[config.mk]
export PLATFORM = sky130hd
export DESIGN_NAME = ll_rd_arbiter
export DESIGN_NICKNAME = d
export VERILOG_FILES = /design/src/rtl/ll_rd_arbiter.sv
export SDC_FILE = /design/constraint.sdc
export NUM_CORES = 1
export LEC_CHECK = 0
export CAP_MARGIN = 10
export CELL_PAD_IN_SITES_DETAIL_PLACEMENT = 1
export CELL_PAD_IN_SITES_GLOBAL_PLACEMENT = 1
export CORE_MARGIN = 1
export CORE_UTILIZATION = 18
export DETAILED_ROUTE_END_ITERATION = 6
export PLACE_DENSITY_LB_ADDON = 0.1
export SLEW_MARGIN = 10
export SYNTH_ARGS = -nofsm -noshare
export SYNTH_HDL_FRONTEND = slang
export SYNTH_SLANG_ARGS = --single-unit
[constraint.sdc]
create_clock -name iClk -period 3.4 [get_ports iClk]
set_input_delay 0.68 -clock iClk [delete_from_list [all_inputs] [get_ports iClk]]
set_output_delay 0.68 -clock iClk [all_outputs]
set_load 0.005 [all_outputs]
[src/rtl/ll_rd_arbiter.sv]
// ll_rd_arbiter: shares the link-list next-pointer SRAM read port between
// four packet-read channels and the drop channel. Drop has strict priority,
// bounded by a burst limit; read channels are served round-robin. Each
// granted read is returned to its requester exactly one cycle later.
module ll_rd_arbiter #(
    parameter int ADDR_LENTH     = 12,
    parameter int DROP_BURST_MAX = 4
) (
    input  logic                    iClk,
    input  logic                    iRst,
    input  logic [3:0]              iReqVld,
    input  logic [4*ADDR_LENTH-1:0] iReqAddr,
    output logic [3:0]              oReqRdy,
    output logic [ADDR_LENTH-1:0]   oRspData,
    output logic [3:0]              oRspVld,
    input  logic                    iDropVld,
    input  logic [ADDR_LENTH-1:0]   iDropAddr,
    output logic                    oDropRdy,
    output logic [ADDR_LENTH-1:0]   oDropData,
    output logic                    oDropDataVld,
    output logic                    oRamRen,
    output logic [ADDR_LENTH-1:0]   oRamRaddr,
    input  logic [ADDR_LENTH-1:0]   iRamRdata
);

    localparam logic [3:0] BURST_MAX = 4'(DROP_BURST_MAX);

    // Registered state
    logic [1:0] rr_ptr_q,    rr_ptr_d;
    logic [3:0] burst_cnt_q, burst_cnt_d;
    logic       tag_vld_q,   tag_vld_d;
    logic       tag_drop_q,  tag_drop_d;
    logic [1:0] tag_chan_q,  tag_chan_d;

    // Grant decode
    logic                  rd_any;
    logic                  drop_gnt;
    logic                  rd_gnt;
    logic [1:0]            rd_chan;
    logic [1:0]            idx;
    logic                  found;
    logic [ADDR_LENTH-1:0] rd_addr;

    // Pick at most one winner: drop first unless its burst is exhausted while
    // reads wait, otherwise the first valid channel at or above the pointer.
    // Reset forces every grant low so nothing reaches the SRAM.
    always_comb begin
        rd_any   = |iReqVld;
        drop_gnt = 1'b0;
        rd_gnt   = 1'b0;
        rd_chan  = 2'd0;
        idx      = 2'd0;
        found    = 1'b0;
        if (!iRst) begin
            if (iDropVld && ((burst_cnt_q < BURST_MAX) || !rd_any)) begin
                drop_gnt = 1'b1;
            end else if (rd_any) begin
                for (int i = 0; i < 4; i++) begin
                    idx = rr_ptr_q + 2'(i);
                    if (!found && iReqVld[idx]) begin
                        found   = 1'b1;
                        rd_chan = idx;
                    end
                end
                rd_gnt = 1'b1;
            end
        end
    end

    // Select the granted read channel's address slice.
    always_comb begin
        rd_addr = '0;
        for (int n = 0; n < 4; n++) begin
            if (rd_chan == 2'(n)) rd_addr = iReqAddr[n*ADDR_LENTH +: ADDR_LENTH];
        end
    end

    // Next-state: pointer advances past a read winner; the burst counter
    // counts drop grants only while reads are waiting and saturates at the
    // limit, which hands exactly one grant to a read before drop resumes.
    always_comb begin
        rr_ptr_d    = rr_ptr_q;
        burst_cnt_d = burst_cnt_q;
        if (rd_gnt) rr_ptr_d = rd_chan + 2'd1;
        if (!rd_any || rd_gnt) begin
            burst_cnt_d = 4'd0;
        end else if (drop_gnt && (burst_cnt_q < BURST_MAX)) begin
            burst_cnt_d = burst_cnt_q + 4'd1;
        end
        tag_vld_d  = rd_gnt | drop_gnt;
        tag_drop_d = drop_gnt;
        tag_chan_d = rd_chan;
    end

    // State registers; reset also kills any in-flight response tag.
    always_ff @(posedge iClk or posedge iRst) begin
        if (iRst) begin
            rr_ptr_q    <= 2'd0;
            burst_cnt_q <= 4'd0;
            tag_vld_q   <= 1'b0;
            tag_drop_q  <= 1'b0;
            tag_chan_q  <= 2'd0;
        end else begin
            rr_ptr_q    <= rr_ptr_d;
            burst_cnt_q <= burst_cnt_d;
            tag_vld_q   <= tag_vld_d;
            tag_drop_q  <= tag_drop_d;
            tag_chan_q  <= tag_chan_d;
        end
    end

    // SRAM drive and handshake outputs.
    always_comb begin
        oReqRdy   = rd_gnt ? (4'b0001 << rd_chan) : 4'b0000;
        oDropRdy  = drop_gnt;
        oRamRen   = rd_gnt | drop_gnt;
        oRamRaddr = drop_gnt ? iDropAddr : (rd_gnt ? rd_addr : '0);
    end

    // Route last cycle's read data to the requester named by the tag.
    always_comb begin
        oRspVld      = 4'b0000;
        oRspData     = '0;
        oDropDataVld = 1'b0;
        oDropData    = '0;
        if (tag_vld_q && !iRst) begin
            if (tag_drop_q) begin
                oDropDataVld = 1'b1;
                oDropData    = iRamRdata;
            end else begin
                oRspVld  = 4'b0001 << tag_chan_q;
                oRspData = iRamRdata;
            end
        end
    end

endmodule
Yosys cells after proc, flatten, opt, wreduce, memory -nomap -nowiden. Cells that the tools add are included.

Flip-flop bits (word level): 10. Output and inout port bits: 47.

Add/sub/neg operators: 5. $lt $le $gt $ge: 5. Eq/ne operators: 3. Shifts and indexed selects: 2. Mux-type cells: 49. Bitwise gates (word level): 1. Reductions and logical operators: 16.

Operators with widths (number): $mux 12 (10); $mux 1 (23); $mux 4 (5); $mux 2 (7); $lt 2x3->1 const B (4); $bmux 1 s2 (4); $shl 1x2->4 const A (2); $logic_and 1x1->1 (6); $logic_not 1->1 (5); $add 2x1->2 const B (2); $add 2x2->2 const B (2); $add 4x1->4 const B (1); $eq 2x2->1 const B (2); $lt 4x3->1 const B (1); $reduce_or 4->1 (1); $eq 2x1->1 const B (1); $logic_not 2->1 (1); $logic_or 1x1->1 (2); $reduce_bool 2->1 (1); $or 1x1->1 (1).

Logic depth before layout (Yosys ltp). Gate-level depths: netlist of run 1.

Depth in word-level cells: 31. Mapped depth: 10. Depth with buffers taken out: 7.

Worst setup path after synthesis of run 1. Ideal clock, no wire load.

Kind: input to output. Start: in iReqVld[0]. End: out oRamRaddr[0]. Arrival time: 2.687 ns. Setup slack: 0.033 ns. Stages on the path: 10. Buffers on the path: 3. Cells stage by stage: nor4_4 -> nor3_2 -> buf_2 -> o311a_1 -> ha_1 -> buf_2 -> or2_1 -> buf_2 -> a221o_1 -> a32o_1.

Longest elaborated chain between the ends: 31. Elaborated cells on any way between the ends: 52. Those cells by class: 3 x eq/ne; 38 x mux; 11 x reduce/logical.

RTL lines: from (decl) (RTL line 11) `input logic [3:0] iReqVld,`; $bmux 1 s2 (RTL line 60) `if (!found && iReqVld[idx]) begin`; $mux 1 (implied by the code) (RTL line 60); $mux 1 (RTL line 60); $mux 1 (RTL line 57) `end else if (rd_any) begin`; $mux 1 (RTL line 55) `if (iDropVld && ((burst_cnt_q < BURST_MAX) || !rd_any)) begin`; $mux 1 (RTL line 54) `if (!iRst) begin`; $logic_not 1->1 (RTL line 60); $logic_and 1x1->1 (RTL line 60); (+13 left out); $mux 2 (RTL line 57); $mux 2 * (RTL line 55); $mux 2 * (RTL line 54); named net rd_chan[1] (RTL line 39) `logic [1:0] rd_chan;`; $logic_not 2->1 (RTL line 74) `if (rd_chan == 2'(n)) rd_addr = iReqAddr[n*ADDR_LENTH +: ADDR_LENTH];`; $mux 12 (3 in series) (RTL line 74); $mux 12 * (RTL line 74); $mux 12 * (2 in series) (RTL line 117) `oRamRaddr = drop_gnt ? iDropAddr : (rd_gnt ? rd_addr : '0);`; to (decl) (RTL line 22) `output logic [ADDR_LENTH-1:0] oRamRaddr,`.

Mark *: on every way through the listed nets, which the timed path passes. The rest lies on a longest branch. The select of a mux whose other input is x is not followed.

Worst setup path in the final report of run 1.
Start: in iReqVld[1]. End: out oRamRaddr[5].

Same word-level chain as after synthesis.

==> results of run 1 <==
layer usage:
layer	GRT usage, %	up-vias	share of wire (%)
met5	0	-	0
met2	30.7	83	52
li1	-	958	-
met3	2.54	2	7.6
met4	2.64	0	0.35
met1	19.3	903	41
sequential cells by signal, indices dropped and copies added, names as in the netlist:
register	cells
burst_cnt_q	4
rr_ptr_q	2
tag_chan_q	2
tag_drop_q	1
tag_vld_q	1
cell families after synthesis:
| group | share of synthesized area, % |
|---|---|
| buffers and inverters | 5.71 |
| and+or+nand+nor | 38.4 |
| AOI/OAI and AO/OA | 30.6 |
| adders and majority gates | 4.68 |
| muxes | 1.87 |
| DFF | 18.7 |
power by group:
group / switching, mW / total [mW] / leakage [nW] / internal, mW
Sequential: 0.0188 / 0.152 / 0.129 / 0.133
Clock: 0.0439 / 0.145 / 0.0288 / 0.102
Combinational: 0.153 / 0.427 / 1.20 / 0.274
per-stage QoR:
| stage | TNS (ps) | cell area (µm²) |
|---|---|---|
| after floorplan | 0 | 1340 |
| after global placement | -13830 | 2880 |
| after detailed placement | -14260 | 2880 |
| after CTS | -336 | 3290 |
| after global routing | -896 | 3300 |
| final | -257 | 3300 |
cells in the final DEF, fill, tap and decap left out, types with 3 or more instances in the layout:
cell type and n:
a21oi_1 3, a221o_1 11, a32o_1 12, and2_1 28, buf_2 11, buf_4 28, buf_6 14, buf_8 3
clkbuf_2 3, clkbuf_8 4, clkdlybuf4s50_1 105, dfrtp_1 9, dlygate4sd2_1 3, ha_4 3, nand2_1 20, nor2_1 6
nor2b_1 12, o21ai_0 9, o21ai_1 4
cell type report:
| class | instances | area (µm²) | share of cell area (%) |
|---|---|---|---|
| multi-input combinational | 146 | 1190 | 35.9 |
| sequential | 10 | 251 | 7.62 |
| timing repair buffer | 172 | 1680 | 50.8 |
| tap | 99 | 124 | 3.75 |
| inverter | 2 | 7.51 | 0.227 |
| clock buffer | 4 | 55.1 | 1.67 |
worst min-delay path by stage:
stage	cells past startpoint	to	from	slack, ps
global placement	2	burst_cnt_q[1]	burst_cnt_q[1]	510
floorplan	2	burst_cnt_q[1]	burst_cnt_q[1]	500
detailed placement	2	burst_cnt_q[1]	burst_cnt_q[1]	520
finish	2	burst_cnt_q[1]	burst_cnt_q[1]	530
global route	2	burst_cnt_q[1]	burst_cnt_q[1]	550
CTS	2	burst_cnt_q[1]	burst_cnt_q[1]	530
repair_timing:
action | in CTS | in global routing
setup buffers | 16 | 3
gates resized for setup | 119 | 13
setup endpoints to repair | 18 | 13
pin swaps | 19 | 17
gates cloned | 3 | 0
critical path, cell delays in order:
cell and delay [ps]:
buf_12 110, buf_6 110, nor4_4 330, nor3_4 70, buf_6 130, o311a_4 140
ha_4 190, or2_4 270, buf_6 120, a221o_1 270, a32o_1 250, buf_2 120
==> results.json, run 1 <==
{
  "p_leak_nw": 1.35,
  "period_needed_ps": 3480,
  "violations": "negative setup slack",
  "synth.distinct_cells": 35,
  "dp_hpwl_um": 4810,
  "hold_ws_ps": 527,
  "htree_levels": 1,
  "critical_path_arrival_ps": 2800,
  "via_per_inst": 4.49,
  "avgSynthCellArea_um2": 7.87,
  "worstPathRequired_ps": 2720,
  "netlist_area_mm2": 0.00134,
  "hold_viol_final": 0,
  "dr.pass1.iters": 4,
  "grtUsageTotal_pct": 16.2,
  "synth-edff-count": 0,
  "cts_tree": "built",
  "fp.dieArea_mm2": 0.00778,
  "synthArstFlopShare_pct": 100,
  "die_h_um": 88.2,
  "grt_overflow": 0,
  "yosys.area.top_type": "dfrtp_1",
  "core_mm2": 0.00721,
  "vias": 1946,
  "status": "complete, but fails checks",
  "drtAntennaViolNets": 0,
  "gp_congestion": 0.752,
  "synthTopCellsByArea": "dfrtp_1, and2_1, a32o_1",
  "syn_inst": 170,
  "rsz0062_at_grt": "yes",
  "synth.most_common_cell": "and2_1",
  "row_count": 31,
  "worst_setup_path_end_kind": "primary output",
  "ys_ff_latch": 10,
  "period_share_pct": 102,
  "peakVddDrop_uv": 108,
  "slew_violations": 0,
  "grt_first_pass_wirelength_um": 9830,
  "power.total_mw": 0.724,
  "ys_warn_count": 0,
  "clk_pin_slew_ps": 50,
  "crit_fanout": 5,
  "grt_max_degree": 19,
  "fin_worst_skew_ps": 1.11,
  "place_ws_ps": -1080,
  "setup_viol": 4,
  "detail_route.wirelength_um": 6570,
  "critPathCapture": "oRamRaddr[5]",
  "fmax_mhz": 287,
  "antennaDiodeCount": 0,
  "synthToLayoutAreaGrowth_pct": 147,
  "clockBufferDepth": 2,
  "yosys-top-cells-count": "and2_1, nand2_1, nor2b_1, o21ai_0, a32o_1",
  "die_x_um": 88.2,
  "slew_headroom_pct": 77.5,
  "reg2reg_from": "rr_ptr_q[0]",
  "first_global_vias": 1998,
  "drc": 0,
  "clkLatencyLatePin_ps": 230,
  "antenna_found_initial": 0,
  "synth_top_area_share_pct": 18.7,
  "cts_made_buffers": 3,
  "final_util_pct": 45.8,
  "reg2regPathDepth": 6,
  "fin_ws_ps": -84.0,
  "cp-start-kind": "input port",
  "io_buffer_count": 125,
  "fin_nets": 419,
  "worst_pin_slew_ps": 337,
  "rrSetupSlack_ps": 1430,
  "clockRootBuffer": "clkbuf_8",
  "final_layout_size_suffix_gt1_share_pct": 27.5,
  "ys.flop_type": "dfrtp_1",
  "cap_violations": 0,
  "wire_per_inst_um": 15.2,
  "startpoint": "iReqVld[1]",
  "cts.sinks": 10,
  "power.density_mw_per_mm2": 219,
  "nFillCells": 837,
  "initial_core_util_pct": 18.5,
  "syn-num-nets": 254,
  "drt_iter0_markers": 35,
  "io_pins": 126,
  "ys_seq_area_share_pct": 18.7,
  "place_inst": 411,
  "path_class": "input port to primary output",
  "r2r_end": "rr_ptr_q[1]",
  "ctsHoldBuffers": 0,
  "min_path_type": "flop to flop",
  "instances_no_fill": 433
}
No activity file was read; power rests on OpenSTA's default activity.
==> run 2: changes to the inputs <==
PLACE_DENSITY = 0.8   (was not set)
PLACE_DENSITY_LB_ADDON = not set   (was 0.1)
==> run 2 against run 1 <==
Against the previous run:
- the flow still finishes with violations (negative setup slack)
- die area unchanged
- first-iteration DRC count up 91%
- sequential share of layout area is 0.30 points higher
- hold slack worse by 1.8 ps
- largest power group unchanged
==> results.json, run 2 (synthesis results as in run 1) <==
{
  "nFillCells": 847,
  "peakVddDrop_uv": 87.2,
  "crit_fanout": 4,
  "cp-start-kind": "input port",
  "power.density_mw_per_mm2": 227,
  "place_ws_ps": -1240,
  "grt_max_degree": 27,
  "clockBufferDepth": 2,
  "place_area_mm2": 0.00282,
  "cap_violations": 0,
  "period_share_pct": 104,
  "drt_iter0_markers": 67,
  "cts_tree": "built",
  "dp_hpwl_um": 4940,
  "period_needed_ps": 3520,
  "top_register": "burst_cnt_q",
  "clockRootBuffer": "clkbuf_8",
  "io_buffer_count": 125,
  "slew_violations": 0,
  "dr.pass1.iters": 4,
  "initial_core_util_pct": 18.5,
  "via_per_inst": 4.71,
  "min_to": "burst_cnt_q[1]",
  "wire_per_inst_um": 16.1,
  "htree_levels": 1,
  "worst_hold_startpoint": "burst_cnt_q[1]",
  "status": "complete, but fails checks",
  "clk_pin_slew_ps": 50,
  "worst_pin_slew_ps": 339,
  "slew_headroom_pct": 77.4,
  "postLayoutCellArea_mm2": 0.00319,
  "ctsHoldBuffers": 0,
  "critical_path_arrival_ps": 2840,
  "antenna_found_initial": 0,
  "grt_overflow": 0,
  "synthToLayoutAreaGrowth_pct": 139,
  "p_leak_nw": 1.30,
  "final_cell_mix": "clkdlybuf4s50_1, and2_1, buf_4",
  "fmax_mhz": 284,
  "grtUsageTotal_pct": 17.0,
  "io_pins": 126,
  "min_path_type": "flop to flop",
  "largest_register_ffs": 4,
  "hold_viol_final": 0,
  "final_util_pct": 44.2,
  "r2r_end": "rr_ptr_q[1]",
  "power.total_mw": 0.725,
  "reg2regPathDepth": 6,
  "final_layout_size_suffix_gt1_share_pct": 26.1,
  "cts_made_buffers": 3,
  "setup_viol": 11,
  "gp_congestion": 0.869,
  "rrSetupSlack_ps": 1490,
  "fin_nets": 414,
  "die_h_um": 88.2,
  "grt_first_pass_wirelength_um": 10300,
  "first_global_vias": 2118,
  "rsz0062_at_grt": "yes",
  "violations": "negative setup slack",
  "min_path_cells": 2,
  "detail_route.wirelength_um": 6890,
  "clkLatencyLatePin_ps": 240,
  "fp.dieArea_mm2": 0.00778,
  "antennaDiodeCount": 0,
  "top_regs": "burst_cnt_q: 4 flops, rr_ptr_q: 2 flops, tag_chan_q: 2 flops",
  "reg2reg_from": "rr_ptr_q[1]",
  "worst_setup_path_end_kind": "primary output",
  "core_mm2": 0.00721,
  "vias": 2015,
  "row_count": 31,
  "drc": 0,
  "fin_worst_skew_ps": 3.94,
  "die_x_um": 88.2,
  "path_class": "input port to primary output",
  "worstPathRequired_ps": 2720,
  "cts.sinks": 10,
  "layout_commonest_cell": "clkdlybuf4s50_1",
  "drtAntennaViolNets": 0,
  "fin_ws_ps": -124
}
==> run 2: cell types whose count changed in the layout (fill, tap and decap cells not counted), moves of 2 or more <==
cell / previous run / this run
buf_6: 14 / 12
bufbuf_16: 2 / 0
o21ai_1: 4 / 2
a211oi_4: 2 / 0
a211oi_2: 0 / 2
o21ai_0: 9 / 11
clkbuf_2: 3 / 0
==> run 2: worst max-delay path by stage <==
stage	from	to	slack, ps	cells past startpoint
after global placement	iReqVld[1]	oRamRaddr[4]	-1140	9
after CTS	iReqVld[3]	oRamRaddr[2]	-50	12
after global routing	iReqVld[3]	oRamRaddr[3]	-190	12
after detailed placement	iReqVld[1]	oRamRaddr[4]	-1240	9
after floorplan	iReqVld[0]	oRamRaddr[0]	30	10
final	iReqVld[3]	oRamRaddr[4]	-120	12
==> run 2: stage by stage <==
step | instances | hold slack [ps] | setup TNS, ps
3_3_place_gp | 405 | 512 | -14270
5_1_grt | 428 | 551 | -1740
6_report | 428 | 525 | -797
4_1_cts | 424 | 530 | -294
3_5_place_dp | 405 | 524 | -15910
2_1_floorplan | 170 | 502 | 0
==> run 2: timing repair <==
item                       CTS  global route
hold endpoints to repair     0             0
pin swaps                   21            21
buffers inserted            13             4
gates cloned                 2             0
setup endpoints to repair   17            13
gates resized for setup    114             5
==> run 2: critical path, cell delays in order <==
cell     delay (ps)
buf_8           100
buf_6           110
nor4_4          370
nor3_4           90
buf_6           130
o311a_4         130
ha_4            190
or2_4           290
buf_6           130
a221o_1         270
a32o_1          230
buf_2           140
==> run 2: cell type report <==
type	instances	area [µm²]	area share [%]
Inverter	2	7.51	0.235
Clock buffer	4	55.1	1.73
Timing Repair Buffer	166	1580	49.6
Tap cell	99	124	3.88
Sequential cell	10	253	7.92
Multi-Input combinational cell	147	1170	36.7
==> run 2: metal layers <==
layer  up-vias  routed length, µm  part of all wire (%)  track usage, %
li1        945                  -                     -               -
met4         0                133                   1.9            5.87
met3        12                472                   6.9            2.17
met1       965               2620                    38            18.4
met2        93               3660                    53            33.4
met5         -                  0                     0               0
==> run 2: where the power goes <==
group,internal [mW],leakage [nW],switching [mW]
combinational,0.265,1.15,0.157
sequential,0.133,0.128,0.0183
clock,0.102,0.0288,0.0494
